File: src/rtl/alu_rs_scheduler_if.sv
// Handshake bundle between decode / RS entries / ALU and the ALU reservation-station scheduler.
// Allocation is a one-cycle strobe: dispatchValid is accepted when writeRequests is non-zero; issue: grants fire only while fuReady is high.
interface alu_rs_scheduler_if #(
  parameter int RS  = 3,
  parameter int CNT = 2
);
  logic          clear;
  logic          dispatchValid;
  logic [RS:0]   selectReq;
  logic          fuReady;
  logic [RS:0]   writeRequests;
  logic [RS:0]   grants;
  logic          execute;
  logic          full;
  logic [CNT:0]  occupancy;

  modport master (
    output clear, dispatchValid, selectReq, fuReady,
    input  writeRequests, grants, execute, full, occupancy
  );

  modport slave (
    input  clear, dispatchValid, selectReq, fuReady,
    output writeRequests, grants, execute, full, occupancy
  );
endinterface

File: src/rtl/alu_rs_scheduler.sv
// Allocation and oldest-first issue control for the ALU reservation station.
// age[i][j]=1 means entry j is older than entry i; a ready entry issues when no older ready entry exists.
module alu_rs_scheduler #(
  parameter int RS  = 3,
  parameter int CNT = 2
) (
  input  logic              clk,
  input  logic              globalResetN,
  alu_rs_scheduler_if.slave bus
);

  logic [RS:0]        valid;
  logic [RS:0][RS:0]  age;
  logic [RS:0][RS:0]  age_next;
  logic [RS:0]        valid_next;
  logic [RS:0]        free_sel;
  logic               free_found;
  logic [RS:0]        write_req;
  logic [RS:0]        req;
  logic [RS:0]        gnt;
  logic [CNT:0]       occ;
  logic               is_full;

  assign is_full = &valid;

  always_comb begin
    occ = '0;
    for (int i = 0; i <= RS; i++) begin
      occ = occ + {{CNT{1'b0}}, valid[i]};
    end
  end

  // Lowest free index wins; allocation looks only at pre-update valid.
  always_comb begin
    free_sel   = '0;
    free_found = 1'b0;
    for (int i = 0; i <= RS; i++) begin
      if (!valid[i] && !free_found) begin
        free_sel[i] = 1'b1;
        free_found  = 1'b1;
      end
    end
  end

  assign write_req = (bus.dispatchValid && !is_full && !bus.clear && globalResetN) ? free_sel : '0;

  assign req = bus.selectReq & valid;

  always_comb begin
    gnt = '0;
    for (int i = 0; i <= RS; i++) begin
      gnt[i] = bus.fuReady & ~bus.clear & req[i] & ~(|(req & age[i]));
    end
  end

  // New entry is younger than every currently valid entry; its column is wiped so reuse leaves no stale bits.
  always_comb begin
    age_next = age;
    for (int i = 0; i <= RS; i++) begin
      if (write_req[i]) begin
        for (int j = 0; j <= RS; j++) begin
          age_next[i][j] = (j != i) ? valid[j] : 1'b0;
        end
        for (int k = 0; k <= RS; k++) begin
          if (k != i) age_next[k][i] = 1'b0;
        end
      end
    end
  end

  assign valid_next = (valid & ~gnt) | write_req;

  always_ff @(posedge clk or negedge globalResetN) begin
    if (!globalResetN) begin
      valid <= '0;
      age   <= '0;
    end else if (bus.clear) begin
      valid <= '0;
      age   <= '0;
    end else begin
      valid <= valid_next;
      age   <= age_next;
    end
  end

  assign bus.writeRequests = write_req;
  assign bus.grants        = gnt;
  assign bus.execute       = |gnt;
  assign bus.full          = is_full;
  assign bus.occupancy     = occ;

endmodule

File: src/flat_wrapper.sv
// flat-port wrapper written by rule: the top's interface ports become plain ports
module alu_rs_scheduler_flat 
#(
  parameter int RS  = 3,
  parameter int CNT = 2
)
  (clk, globalResetN, bus_clear, bus_dispatchValid, bus_selectReq, bus_fuReady, bus_writeRequests, bus_grants, bus_execute, bus_full, bus_occupancy);
  alu_rs_scheduler_if #(.RS(RS), .CNT(CNT)) bus_i ();
  input  logic clk;
  input  logic globalResetN;
  input wire logic [$bits(bus_i.clear)-1:0] bus_clear;
  input wire logic [$bits(bus_i.dispatchValid)-1:0] bus_dispatchValid;
  input wire logic [$bits(bus_i.selectReq)-1:0] bus_selectReq;
  input wire logic [$bits(bus_i.fuReady)-1:0] bus_fuReady;
  output wire logic [$bits(bus_i.writeRequests)-1:0] bus_writeRequests;
  output wire logic [$bits(bus_i.grants)-1:0] bus_grants;
  output wire logic [$bits(bus_i.execute)-1:0] bus_execute;
  output wire logic [$bits(bus_i.full)-1:0] bus_full;
  output wire logic [$bits(bus_i.occupancy)-1:0] bus_occupancy;
  assign bus_i.clear = bus_clear;
  assign bus_i.dispatchValid = bus_dispatchValid;
  assign bus_i.selectReq = bus_selectReq;
  assign bus_i.fuReady = bus_fuReady;
  assign bus_writeRequests = bus_i.writeRequests;
  assign bus_grants = bus_i.grants;
  assign bus_execute = bus_i.execute;
  assign bus_full = bus_i.full;
  assign bus_occupancy = bus_i.occupancy;
  alu_rs_scheduler #(.RS(RS), .CNT(CNT)) u_core (.clk(clk), .globalResetN(globalResetN), .bus(bus_i));
endmodule
File: config.mk
export PLATFORM = sky130hd
export DESIGN_NAME = alu_rs_scheduler_flat
export DESIGN_NICKNAME = d
export VERILOG_FILES = /design/src/rtl/alu_rs_scheduler_if.sv /design/src/rtl/alu_rs_scheduler.sv /design/src/flat_wrapper.sv
export SDC_FILE = /design/constraint.sdc
export NUM_CORES = 1
export LEC_CHECK = 0
export ABC_AREA = 1
export ABC_CLOCK_PERIOD_IN_PS = 2600
export CORE_ASPECT_RATIO = 1.4
export CORE_MARGIN = 2
export CORE_UTILIZATION = 40
export CTS_CLUSTER_DIAMETER = 120
export DETAILED_ROUTE_END_ITERATION = 12
export GPL_ROUTABILITY_DRIVEN = 0
export PLACE_DENSITY = 0.65
export SLEW_MARGIN = 40
export SYNTH_ARGS = -nofsm -noshare
export SYNTH_HDL_FRONTEND = slang
export SYNTH_SLANG_ARGS = --single-unit
File: constraint.sdc
create_clock -name clk -period 2.6 [get_ports clk]
set_clock_uncertainty 0.2 [all_clocks]
set_input_delay 0.78 -clock clk [delete_from_list [all_inputs] [get_ports clk]]
set_output_delay 0.78 -clock clk [all_outputs]
set_load 0.005 [all_outputs]
==> results.json <==
{
  "die_h_um": 62.7,
  "violations": "setup timing",
  "slowest_stage": "dfrtp_1",
  "avgViaCountPerCell": 5.31,
  "cts_sinks": 16,
  "dp_hpwl_um": 1990,
  "syn_area_sq_um": 985,
  "yosysSeqAreaShare_pct": 40.7,
  "cts_made_buffers": 3,
  "antenna_cells": 0,
  "crit_fanout": 5,
  "cts_tree": "yes",
  "tns_ns": -0.306,
  "area_growth_pct": 76.5,
  "drt_iter0_markers": 59,
  "numPortBuffers": 21,
  "synth-seq-cells": 16,
  "sw_frac_of_total_pct": 24.9,
  "reg2reg_depth": 12,
  "drc": 0,
  "holdPathStages": 2,
  "fmax_mhz": 370,
  "final_nets": 200,
  "synth_cells": 124,
  "ir_drop_v": 0.000295,
  "clkPwrFrac_pct": 33.1,
  "grt_pass1_wl_um": 5020,
  "grtUsageTotal_pct": 23.8,
  "combinationalPowerShare_pct": 16.4,
  "core_area_sq_mm": 0.00236,
  "clk_pin_slew_ns": 0.10,
  "yosysTopAreaCell": "dfrtp_1",
  "fin_cells": 208,
  "status": "finished with violations",
  "rows": 21,
  "crit_path_max_incr_delay_ns": 0.43,
  "place_area_sq_mm": 0.00139,
  "min_path_type": "register to register",
  "fin_ws_ns": -0.106,
  "place_inst": 188,
  "drt-total-wl_um": 3280,
  "drive_gt1_share_pct": 60.0,
  "cp.arrival_ns": 1.73,
  "most-common-layout-cells": "nand2_1 (26), buf_4 (25), buf_6 (16), dfrtp_1 (15), nor2_4 (10)",
  "ios": 22,
  "cp_top_family": "buffers and inverters",
  "final_common_cell": "nand2_1",
  "ys_types": 18,
  "finalCritPeriodShare_pct": 104,
  "critPathKind": "register to primary output",
  "path_common_cell": "nand2_4",
  "drt-pass1-iter-count": 4,
  "antenna_found_initial": 0,
  "path_depth": 11,
  "leakage_nw": 0.917,
  "setup_violations": 5,
  "internal_power_w": 0.000374,
  "avgSynthCellArea_sq_um": 7.94,
  "drtAntennaViolNets": 0,
  "die_width_um": 45.9,
  "start_kind": "register",
  "synth_top_area_share_pct": 40.7,
  "syn_nets": 138,
  "worst_pin_slew_ns": 0.257,
  "fill_cells": 161,
  "period_needed_ns": 2.71,
  "dieArea_sq_mm": 0.00288,
  "grt_start_max_net_pins": 17,
  "root_buffer": "clkbuf_4",
  "endpoint_kind": "primary output",
  "yosys_warnings": 0,
  "start_util_pct": 41.6,
  "cp_cell_sequence": "buf_6 > buf_8 > nand2_4 > inv_4 > buf_6 > nand2_4 > nand2_4 > nor2_4 > nor2_2 > nand2_2 > buf_2",
  "slew_violations": 0,
  "design_area_sq_mm": 0.00174,
  "crit_buf_inv": 5,
  "maxCapViolCount": 0,
  "grt_pass1_vias": 1114,
  "rsz0062_at_grt": "yes",
  "fin_util_pct": 73.5,
  "wl_per_cell_um": 15.8,
  "power.net_switching_w": 0.000124,
  "hold_ws_ns": 0.305,
  "p_seq_share_pct": 50.5,
  "multi_input_area_sq_um": 701,
  "netlist_top_cells_area": "dfrtp_1 (41%), nand2_1 (14%), inv_1 (5.7%), ha_1 (5.1%), nor2_4 (4.6%)",
  "hold_viol": 0,
  "vias": 1104,
  "critical_path_required_ns": 1.62,
  "insertion_delay_ns": 0.29,
  "clockBufferDepth": 2,
  "htree_levels": 1,
  "cellPowerDensity_mw_per_mm2": 286,
  "slew_headroom_pct": 82.7,
  "regArea_sq_um": 402,
  "grt.overflow.total": 0
}
==> power groups by stage <==
stage                     clock (W)  combinational (W)  sequential, W
after floorplan                   0          0.0000219       0.000257
after global placement            0          0.0000612       0.000255
after detailed placement          0          0.0000615       0.000256
after CTS                  0.000165          0.0000718       0.000251
after global routing       0.000176          0.0000879       0.000252
final                      0.000165          0.0000815       0.000251
==> flip-flops by register name, indices dropped and copies added, names as in the netlist <==
register,count
u_core.age,12
u_core.valid,4
==> final cells by class <==
class	count	area share, %
clock buffer	4	2.09
tap	23	1.66
timing repair buffer	58	28.4
sequential	16	23.1
multi-input combinational	89	40.3
inverter	18	4.46
==> cells by family after synthesis <==
logic type | after synthesis | synth area share (%)
AO/OA/AOI/OAI | 12 | 6.48
AND/OR/NAND/NOR | 72 | 38.4
buffers and inverters | 19 | 7.37
adder cells (fa/ha/maj) | 5 | 7.12
flip-flops | 16 | 40.7
==> stage by stage <==
step | setup slack [ns] | total power, W
detailed placement | -0.769 | 0.000317
floorplan | 0.212 | 0.000279
global route | -0.158 | 0.000515
global placement | -0.753 | 0.000317
finish | -0.106 | 0.000497
CTS | -0.101 | 0.000487
==> per-layer routing <==
layer / vias up / global-route usage, % / wire length [um]
li1: 518 / - / -
met1: 534 / 31.1 / 1250
met2: 41 / 38.5 / 1800
met3: 11 / 2.31 / 147
met4: 0 / 9.64 / 82
met5: - / 0 / 0
==> synthesized netlist by cell type <==
library cell / count
nand3_4: 2
fa_1: 1
nand2_1: 37
inv_1: 15
nand4_1: 6
nand2_4: 1
nand2_2: 2
o21ai_0: 7
nand3_2: 2
buf_2: 1
inv_2: 3
ha_1: 4
a21oi_2: 1
o21ai_1: 4
dfrtp_1: 16
nand3_1: 8
nor2_1: 10
nor2_4: 4
==> worst reg2reg max path, delay by kind of cell (launching register included) <==
family | cells | cell delay, ns
AOI/OAI and AO/OA | 1 | 0.07
buffers and inverters | 7 | 0.72
DFF | 1 | 0.43
and+or+nand+nor | 4 | 0.34
==> what timing repair did <==
action	in CTS	in global routing
pin swaps	16	4
setup buffers	14	3
endpoints found under the hold margin	0	0
gates resized for setup	109	37
hold buffers	0	0
endpoints found under the setup margin	13	13
==> final timing paths <==
check / slack [ns] / to / startpoint
hold reg to reg: 0.30 / u_core.age[14] / u_core.age[14]
min in group asynchronous: 0.43 / u_core.age[6] / globalResetN
max in group asynchronous: 1.57 / u_core.valid[2] / globalResetN
setup / recovery: -0.11 / bus_execute / u_core.valid[0]
hold / removal: 0.30 / u_core.age[14] / u_core.age[14]
setup reg to reg: 0.73 / u_core.valid[1] / u_core.valid[0]
No activity file was read; power rests on OpenSTA's default activity.
